File: config.mk
export PLATFORM = sky130hd
export DESIGN_NAME = elevator_scheduler
export DESIGN_NICKNAME = d
export VERILOG_FILES = /design/src/rtl/elevator_pkg.sv /design/src/rtl/elev_timer.sv /design/src/rtl/elevator_scheduler.sv
export SDC_FILE = /design/constraint.sdc
export NUM_CORES = 1
export LEC_CHECK = 0
export BUFFER_PORTS_ARGS = -buffer_cell sky130_fd_sc_hd__buf_2
export CORE_MARGIN = 1.5
export CORE_UTILIZATION = 40
export CTS_CLUSTER_DIAMETER = 200
export DETAILED_ROUTE_END_ITERATION = 8
export SYNTH_ARGS = -nofsm -noshare
export SYNTH_HDL_FRONTEND = slang
export SYNTH_SLANG_ARGS = --single-unit
File: constraint.sdc
create_clock -name clk -period 3.05 [get_ports clk]
set_input_delay 0.61 -clock clk [delete_from_list [all_inputs] [get_ports clk]]
set_output_delay 0.61 -clock clk [all_outputs]
set_load 0.005 [all_outputs]
File: src/rtl/elevator_pkg.sv
// Shared types and helpers for the single-car elevator scheduler.
//   sim_state_t : car phase, encoded exactly as the VGA controller expects
//   decision_t  : next phase plus the direction preference that goes with it
//   any_above / any_below : is any call pending strictly above/below a floor
//   decide      : SCAN choice made from the pending map, a floor and a direction
package elevator_pkg;

  localparam int DEFAULT_NUM_FLOORS = 8;
  localparam int DEFAULT_FLOOR_W    = 3;

  typedef enum logic [1:0] {
    IDLE        = 2'b00,
    MOVING_UP   = 2'b01,
    MOVING_DOWN = 2'b10,
    DOORS_OPEN  = 2'b11
  } sim_state_t;

  typedef struct packed {
    sim_state_t state;
    logic       dir_up;
  } decision_t;

  function automatic logic any_above(input logic [DEFAULT_NUM_FLOORS-1:0] vec,
                                     input logic [DEFAULT_FLOOR_W-1:0]    f);
    logic hit;
    hit = 1'b0;
    for (int i = 0; i < DEFAULT_NUM_FLOORS; i++) begin
      if (i > int'(f) && vec[i]) hit = 1'b1;
    end
    return hit;
  endfunction

  function automatic logic any_below(input logic [DEFAULT_NUM_FLOORS-1:0] vec,
                                     input logic [DEFAULT_FLOOR_W-1:0]    f);
    logic hit;
    hit = 1'b0;
    for (int i = 0; i < DEFAULT_NUM_FLOORS; i++) begin
      if (i < int'(f) && vec[i]) hit = 1'b1;
    end
    return hit;
  endfunction

  // Serve the current floor first, keep going the same way while calls remain
  // there, otherwise turn around. Direction only changes on a reversal.
  function automatic decision_t decide(input logic [DEFAULT_NUM_FLOORS-1:0] vec,
                                       input logic [DEFAULT_FLOOR_W-1:0]    f,
                                       input logic                          dir_up);
    decision_t d;
    d.state  = IDLE;
    d.dir_up = dir_up;
    if (vec[f]) begin
      d.state = DOORS_OPEN;
    end else if (dir_up && any_above(vec, f)) begin
      d.state = MOVING_UP;
    end else if (!dir_up && any_below(vec, f)) begin
      d.state = MOVING_DOWN;
    end else if (any_above(vec, f)) begin
      d.state  = MOVING_UP;
      d.dir_up = 1'b1;
    end else if (any_below(vec, f)) begin
      d.state  = MOVING_DOWN;
      d.dir_up = 1'b0;
    end
    return d;
  endfunction

endpackage

File: src/rtl/elev_timer.sv
// Loadable down-counter shared by the travel and door phases.
//   clk, nrst : clock, asynchronous active-low reset (count -> 0)
//   load      : load load_val this edge (takes priority over counting)
//   load_val  : value to load
//   done      : count is zero; the counter holds at zero until reloaded
module elev_timer #(
  parameter int W = 2
) (
  input  logic         clk,
  input  logic         nrst,
  input  logic         load,
  input  logic [W-1:0] load_val,
  output logic         done
);

  logic [W-1:0] count;

  always_ff @(posedge clk or negedge nrst) begin
    if (!nrst) begin
      count <= '0;
    end else if (load) begin
      count <= load_val;
    end else if (count != '0) begin
      count <= count - W'(1);
    end
  end

  assign done = (count == '0);

endmodule

File: src/rtl/elevator_scheduler.sv
// Single-car elevator scheduler with SCAN ordering.
//   clk, nrst     : clock, asynchronous active-low reset
//   call_req      : per-floor call requests, sampled every edge
//   door_hold     : keeps the doors open while high (reloads the door timer)
//   sim_state     : 00 IDLE, 01 MOVING_UP, 10 MOVING_DOWN, 11 DOORS_OPEN
//                   (this is the FSM state register itself)
//   destination   : registered map of pending calls
//   current_floor : floor the car is at or last passed
//   dir_up        : direction preference, 1 = up
module elevator_scheduler
  import elevator_pkg::*;
#(
  parameter int NUM_FLOORS    = DEFAULT_NUM_FLOORS,
  parameter int FLOOR_W       = DEFAULT_FLOOR_W,
  parameter int TRAVEL_CYCLES = 4,
  parameter int DOOR_CYCLES   = 3
) (
  input  logic                  clk,
  input  logic                  nrst,
  input  logic [NUM_FLOORS-1:0] call_req,
  input  logic                  door_hold,
  output logic [1:0]            sim_state,
  output logic [NUM_FLOORS-1:0] destination,
  output logic [FLOOR_W-1:0]    current_floor,
  output logic                  dir_up
);

  localparam int TMAX    = (TRAVEL_CYCLES > DOOR_CYCLES) ? TRAVEL_CYCLES : DOOR_CYCLES;
  localparam int TIMER_W = (TMAX > 1) ? $clog2(TMAX) : 1;
  localparam logic [TIMER_W-1:0] TRAVEL_LOAD = TIMER_W'(TRAVEL_CYCLES - 1);
  localparam logic [TIMER_W-1:0] DOOR_LOAD   = TIMER_W'(DOOR_CYCLES - 1);

  sim_state_t            state, nxt_state;
  logic [NUM_FLOORS-1:0] pending, clear_mask;
  logic [FLOOR_W-1:0]    floor_q, nxt_floor, step_floor;
  logic                  dir_q, nxt_dir;
  logic                  t_load, t_done, take;
  logic [TIMER_W-1:0]    t_val;
  decision_t             dec_here, dec_step, dec;

  elev_timer #(.W(TIMER_W)) u_timer (
    .clk      (clk),
    .nrst     (nrst),
    .load     (t_load),
    .load_val (t_val),
    .done     (t_done)
  );

  // Floor the car reaches when the current travel slot ends; only used in
  // the move states, where the decision function keeps it in range.
  assign step_floor = (state == MOVING_UP) ? floor_q + FLOOR_W'(1) : floor_q - FLOOR_W'(1);
  assign dec_here   = decide(pending, floor_q, dir_q);
  assign dec_step   = decide(pending, step_floor, dir_q);

  always_comb begin
    nxt_state  = state;
    nxt_floor  = floor_q;
    nxt_dir    = dir_q;
    t_load     = 1'b0;
    t_val      = TRAVEL_LOAD;
    clear_mask = '0;
    take       = 1'b0;
    dec        = dec_here;
    case (state)
      IDLE: take = 1'b1;
      MOVING_UP, MOVING_DOWN: begin
        if (t_done) begin
          take      = 1'b1;
          dec       = dec_step;
          nxt_floor = step_floor;
        end
      end
      DOORS_OPEN: begin
        if (door_hold) begin
          t_load = 1'b1;
          t_val  = DOOR_LOAD;
        end else if (t_done) begin
          take = 1'b1;
        end
      end
      default: ;
    endcase
    if (take) begin
      nxt_state = dec.state;
      nxt_dir   = dec.dir_up;
      case (dec.state)
        MOVING_UP, MOVING_DOWN: begin
          t_load = 1'b1;
          t_val  = TRAVEL_LOAD;
        end
        DOORS_OPEN: begin
          // Serving a floor retires its call, including one arriving this edge.
          t_load     = 1'b1;
          t_val      = DOOR_LOAD;
          clear_mask = NUM_FLOORS'(1) << nxt_floor;
        end
        default: ;
      endcase
    end
  end

  always_ff @(posedge clk or negedge nrst) begin
    if (!nrst) begin
      state   <= IDLE;
      pending <= '0;
      floor_q <= '0;
      dir_q   <= 1'b1;
    end else begin
      state   <= nxt_state;
      pending <= (pending | call_req) & ~clear_mask;
      floor_q <= nxt_floor;
      dir_q   <= nxt_dir;
    end
  end

  a_floor_range: assert property (@(posedge clk) disable iff (!nrst)
    !(t_done && ((state == MOVING_UP && floor_q == FLOOR_W'(NUM_FLOORS - 1)) ||
                 (state == MOVING_DOWN && floor_q == '0))));

  assign sim_state     = state;
  assign destination   = pending;
  assign current_floor = floor_q;
  assign dir_up        = dir_q;

endmodule

# == Yosys cells after proc, flatten, opt, wreduce, memory -nomap -nowiden ==
# Index checks and enable logic that the tools add are counted.
# classes
n_shift,1
eq_ne,10
mux,88
bitwise,3
reduce_logical,41
order_cmp,30
add_sub_neg,3
# ops
operator,n
2-to-1 mux 1 bit,64
logical AND 1 bit,32
2-to-1 mux 3 bit,9
"greater-than comparator 3 bit, first input constant",8
"less-than comparator 3 bit, first input constant",6
2-to-1 mux 2 bit,9
2-to-1 mux 8 bit,2
"greater-than comparator 2 x 3 -> 1 bit, first input constant",4
"less-than comparator 1 x 3 -> 1 bit, first input constant",4
"less-than comparator 2 x 3 -> 1 bit, first input constant",4
"inequality test 3 bit, second input constant",3
AND 8 bit,1
"equality test 2 bit, second input constant",4
"less-than comparator 3 x 4 -> 1 bit, second input constant",2
NOT 8 bit,1
bitwise OR 8 bit,1
"<< shifter 1 x 3 -> 8 bit, first input constant",1
binary-select mux 1 bit (select 3 bit),2
"greater-than comparator 1 x 3 -> 1 bit, first input constant",2
AND reduction 5 bit,1
"equality test 2 x 1 -> 1 bit, second input constant",2
zero test 2 bit,2
"inequality test 4 bit, second input constant",1
one-hot mux 2 bit (2 select lines),1
other kinds (8),10
# totals
wordCells,181
input_bits,11
reg_bits,16

# == Longest topological paths before layout ==
# depth
word_depth,35
ltp_mapped,14

# == Cells and area by module ==
# A second synthesis with hierarchy kept.
# hier_totals
cells_unflattened,179
hier_area_um2,1616.6
# modules_own_cells
mod,instances,seq_area_each_um2,cells_each,area_per_inst_um2
elevator_scheduler,1,351.6,167,1502.7
elev_timer,1,50.0,12,113.9

# == Worst setup path after synthesis ==
# Ideal clock, no wire load.
# synth_timing
kind,register to register
startpoint,reg floor_q[1] (netlist: current_floor[1])
endpoint,reg u_timer.count[0]
arrival_time_ps,2680
path_buffers,1
required_ps,2920
path_stages_with_launch,14
path_slack_ps,240
period_less_slack_ps,2810
cell_sequence,dfrtp_1 inv_1 ha_1 buf_4 xor2_1 maj3_1 o22ai_1 o21ai_1 a21o_1 a21oi_2 inv_1 ha_1 o21ai_0 o22ai_1
# synth_rtl
item,line,source
start: declaration,elevator_scheduler.sv:35,"logic [FLOOR_W-1:0] floor_q, nxt_floor, step_floor;"
start signal: assignment,elevator_scheduler.sv:111,floor_q <= nxt_floor;
end signal: assignment,elev_timer.sv:22,count <= load_val;
end signal: assignment,elev_timer.sv:24,count <= count - W'(1);
end: declaration,elev_timer.sv:16,logic [W-1:0] count;

==> metrics.md <==
| Metric | Value |
|---|---|
| Status | `completed` |
| Total power | `1.75 mW` |
| Max Buffers Root-to-Sink | `2` |
| Core footprint | `3630 µm²` |
| Global routing usage on met2 | `0.318` |
| RSZ-0062 raised after global routing | `false` |
| WL/cell | `16.0 µm` |
| Global-route wire length before repair | `6350 µm` |
| Synthesized area | `approximately 1500 µm²` |
| Final min period | `between 2 and 3 ns` |
| Io pins | `25` |
| Setup Skew | `0.00618 ns` |
| Slew margin rel. | `0.605` |
| Share of layout cells above drive strength 1 | `0.284` |
| Drt first-iter violations | `65` |
| Largest cells by area after synthesis | `dfrtp_1 (25%), ha_1 (11%), mux2i_1 (6.6%)` |
| Peak Freq | `351 MHz` |
| RePlAce Congestion | `0.846` |
| Largest net degree at the start of global routing | `17` |
| Synth Area in XOR/XNOR | `0.0415` |
| Setup tns final | `0 ns` |
| Worst ir drop on vdd | `0.368 mV` |
| EDFF count, synth | `0` |
| DRT Pass-1 Iters | `4` |
| Compound-cell area share of the yosys netlist | `0.252` |
| Placed Area | `1700 µm²` |
| Max-slew violation count | `0` |
| Synth Area per Inst | `9.19 µm²` |
| Initial antenna violation count | `0` |
| PortBufs | `24` |
| Synth Register Bits | `16` |
| Post-synthesis mux area share | `0.124` |
| Setup crit end kind | `flop` |
| Startpoint Class | `flop` |
| Seq/Total Area, Yosys | `0.267` |
| Layout fillers | `365` |
| Top Usage Layer GRT | `met2` |
| Remaining antenna violation count | `0` |
| Initial Util | `0.415` |
| Row cnt | `22` |
| Vias in the first global route | `1357` |
| Routed wire length | `3870 µm` |
| GR Util met1 | `0.261` |
| Die area | `between 4000 and 5000 µm²` |
| TritonCTS Sinks | `16` |
| Die Span X | `64.4 µm` |
| Antenna diodes | `0` |
| Most common cell after layout, fill and taps aside | `buf_2` |
| Critical path type | `reg -> reg` |
| Non-filler cells, final | `242` |
| TritonCTS clock tree | `done` |
| PwrDens | `983 nW/µm²` |
| Least-Margin Pin Slew | `0.587 ns` |
| Worst EP required | `3.18 ns` |
| H-Tree Depth | `1` |
| Max-Cap Viols | `0` |
| Die height | `approximately 64 µm` |
| Simple-Gate Fraction of Synth Area | `0.132` |
| Layout area overhead | `17.9%` |
| Placed insts | `approximately 240` |
| Reg clk slew, reported paths | `0.07 ns` |
| GR Overflow Total | `0` |
| Worst min path class | `in -> async` |
| Nets | `219` |
| Syn Inst Count | `about 160` |
| Yosys warning count | `0` |
| DRC violations left | `0` |
| Hold WS | `0.265 ns` |
| Fraction of registers with async set/reset | `1.00` |
| Via count | `1367` |
| CP max FO | `7` |
| Clock root buffer master | `clkbuf_8` |
| Post-synth top area share | `0.249` |
| Final instance area | `1780 µm²` |
| Postcts setup bufs | `0` |
| Net Count, Synth | `188` |
| Worst-Skew Late Latency | `0.25 ns` |
| Hold Vio Cnt, Final | `0` |
| Commonest cells after routing, fill and taps aside | `buf_2 (24), dfrtp_1 (15), inv_1 (14)` |
| Total GRT Usage | `0.195` |
| # setup viols final | `0` |
| Data arrival, critical path | `just under 3 ns` |
| Yosys cell types | `49` |
| Leak pwr | `0.780 nW` |
| Adder-Cell Fraction of Synth Area | `0.115` |
| Largest family of logic cells by synthesized area | `compound AO/OA/AOI/OAI gates` |
| M3 GR Usage | `0.0229` |
| Final critical-path share of the clock period | `0.934` |
| Dpl hpwl | `approximately 3000 µm` |
| Main synth FF type | `dfrtp_1` |
| Via-to-Cell Ratio | `roughly 5.6` |
| Num CTS Buffers | `3` |
| Synth area leader | `dfrtp_1` |
flip-flops by register name (all words and copies together) (netlist names):
register	flops
u_timer.count	2
destination	8
dir_up	1
sim_state	2
current_floor	3
cells in the mapped netlist (2+ instances only):
| library cell | number |
|---|---|
| a211oi_1 | 2 |
| a21oi_1 | 12 |
| a21oi_2 | 2 |
| a31oi_1 | 3 |
| buf_2 | 2 |
| buf_4 | 2 |
| buf_6 | 2 |
| dfrtp_1 | 15 |
| ha_1 | 13 |
| inv_1 | 14 |
| mux2_2 | 3 |
| mux2i_1 | 10 |
| mux4_1 | 2 |
| nand2_1 | 9 |
| nand2b_1 | 4 |
| nand3_1 | 3 |
| nor2_1 | 8 |
| nor2b_1 | 7 |
| o21a_1 | 2 |
| o21ai_0 | 9 |
| o21ai_1 | 2 |
| o22a_1 | 2 |
| o22ai_1 | 3 |
| o32a_1 | 4 |
| or2_2 | 3 |
| xnor2_1 | 2 |
| xor2_1 | 2 |
logic make-up after synthesis:
logic type               count (synthesis)
adder cells (fa/ha/maj)                 14
multiplexers                            15
buffers and inverters                   21
flip-flops                              16
AND/OR/NAND/NOR                         39
AO/OA/AOI/OAI                           54
XOR/XNOR                                 5
layer usage:
layer  vias to the layer above  wire length [µm]  part of all wire
met5                         -                 0                 0
met1                       653              1690              0.44
met4                         0                66             0.017
met2                        48              1900              0.49
met3                         6               221             0.057
li1                        660                 -                 -
path summary, 6_finish.rpt:
path,endpoint,startpoint,cells after the start,slack (ns)
max in group asynchronous,dir_up,nrst,1,2.48
min in group clk,sim_state[1],sim_state[1],1,0.57
min,sim_state[1],nrst,1,0.26
min reg2reg,sim_state[1],sim_state[1],1,0.57
max reg2reg,u_timer.count[1],current_floor[0],13,0.20
max,u_timer.count[1],current_floor[0],13,0.20
area by class of cell:
class,instances,area [µm²],area share
flip-flops and latches,16,402,0.226
well taps,48,60.1,0.0338
repair buffers,32,180,0.101
clock buffers,4,55.1,0.0310
inverters,15,56.3,0.0317
multi-input cells,127,1020,0.576
report_power, final:
group	internal, mW	switching (mW)	leakage [nW]
logic	0.540	0.644	0.591
clock network	0.114	0.0738	0.0288
registers	0.279	0.0942	0.160
total	0.934	0.812	0.780
worst max-delay path, cell delays in order, from the launching register on:
cell and delay [ns]:
dfrtp_1 0.39, inv_2 0.07, ha_1 0.37, buf_4 0.19, nand2b_1 0.15, a211oi_1 0.27
a2111oi_2 0.06, a22o_2 0.29, nor2_2 0.16, a21oi_2 0.10, inv_1 0.09, ha_1 0.16
o21ai_0 0.12, or2_2 0.31
through the flow:
stage / util / setup slack, ns
2_1_floorplan: - / 0.240
3_3_place_gp: 0.468 / 0.164
3_5_place_dp: 0.468 / 0.113
4_1_cts: 0.483 / 0.0983
5_1_grt: 0.489 / 0.0245
6_report: 0.489 / 0.201
repair_timing:
action | in CTS | in global routing
setup endpoints to repair | 0 | 8
resized for setup | 0 | 4
hold buffers | 0 | 0
(Power assumes the default switching activity.)
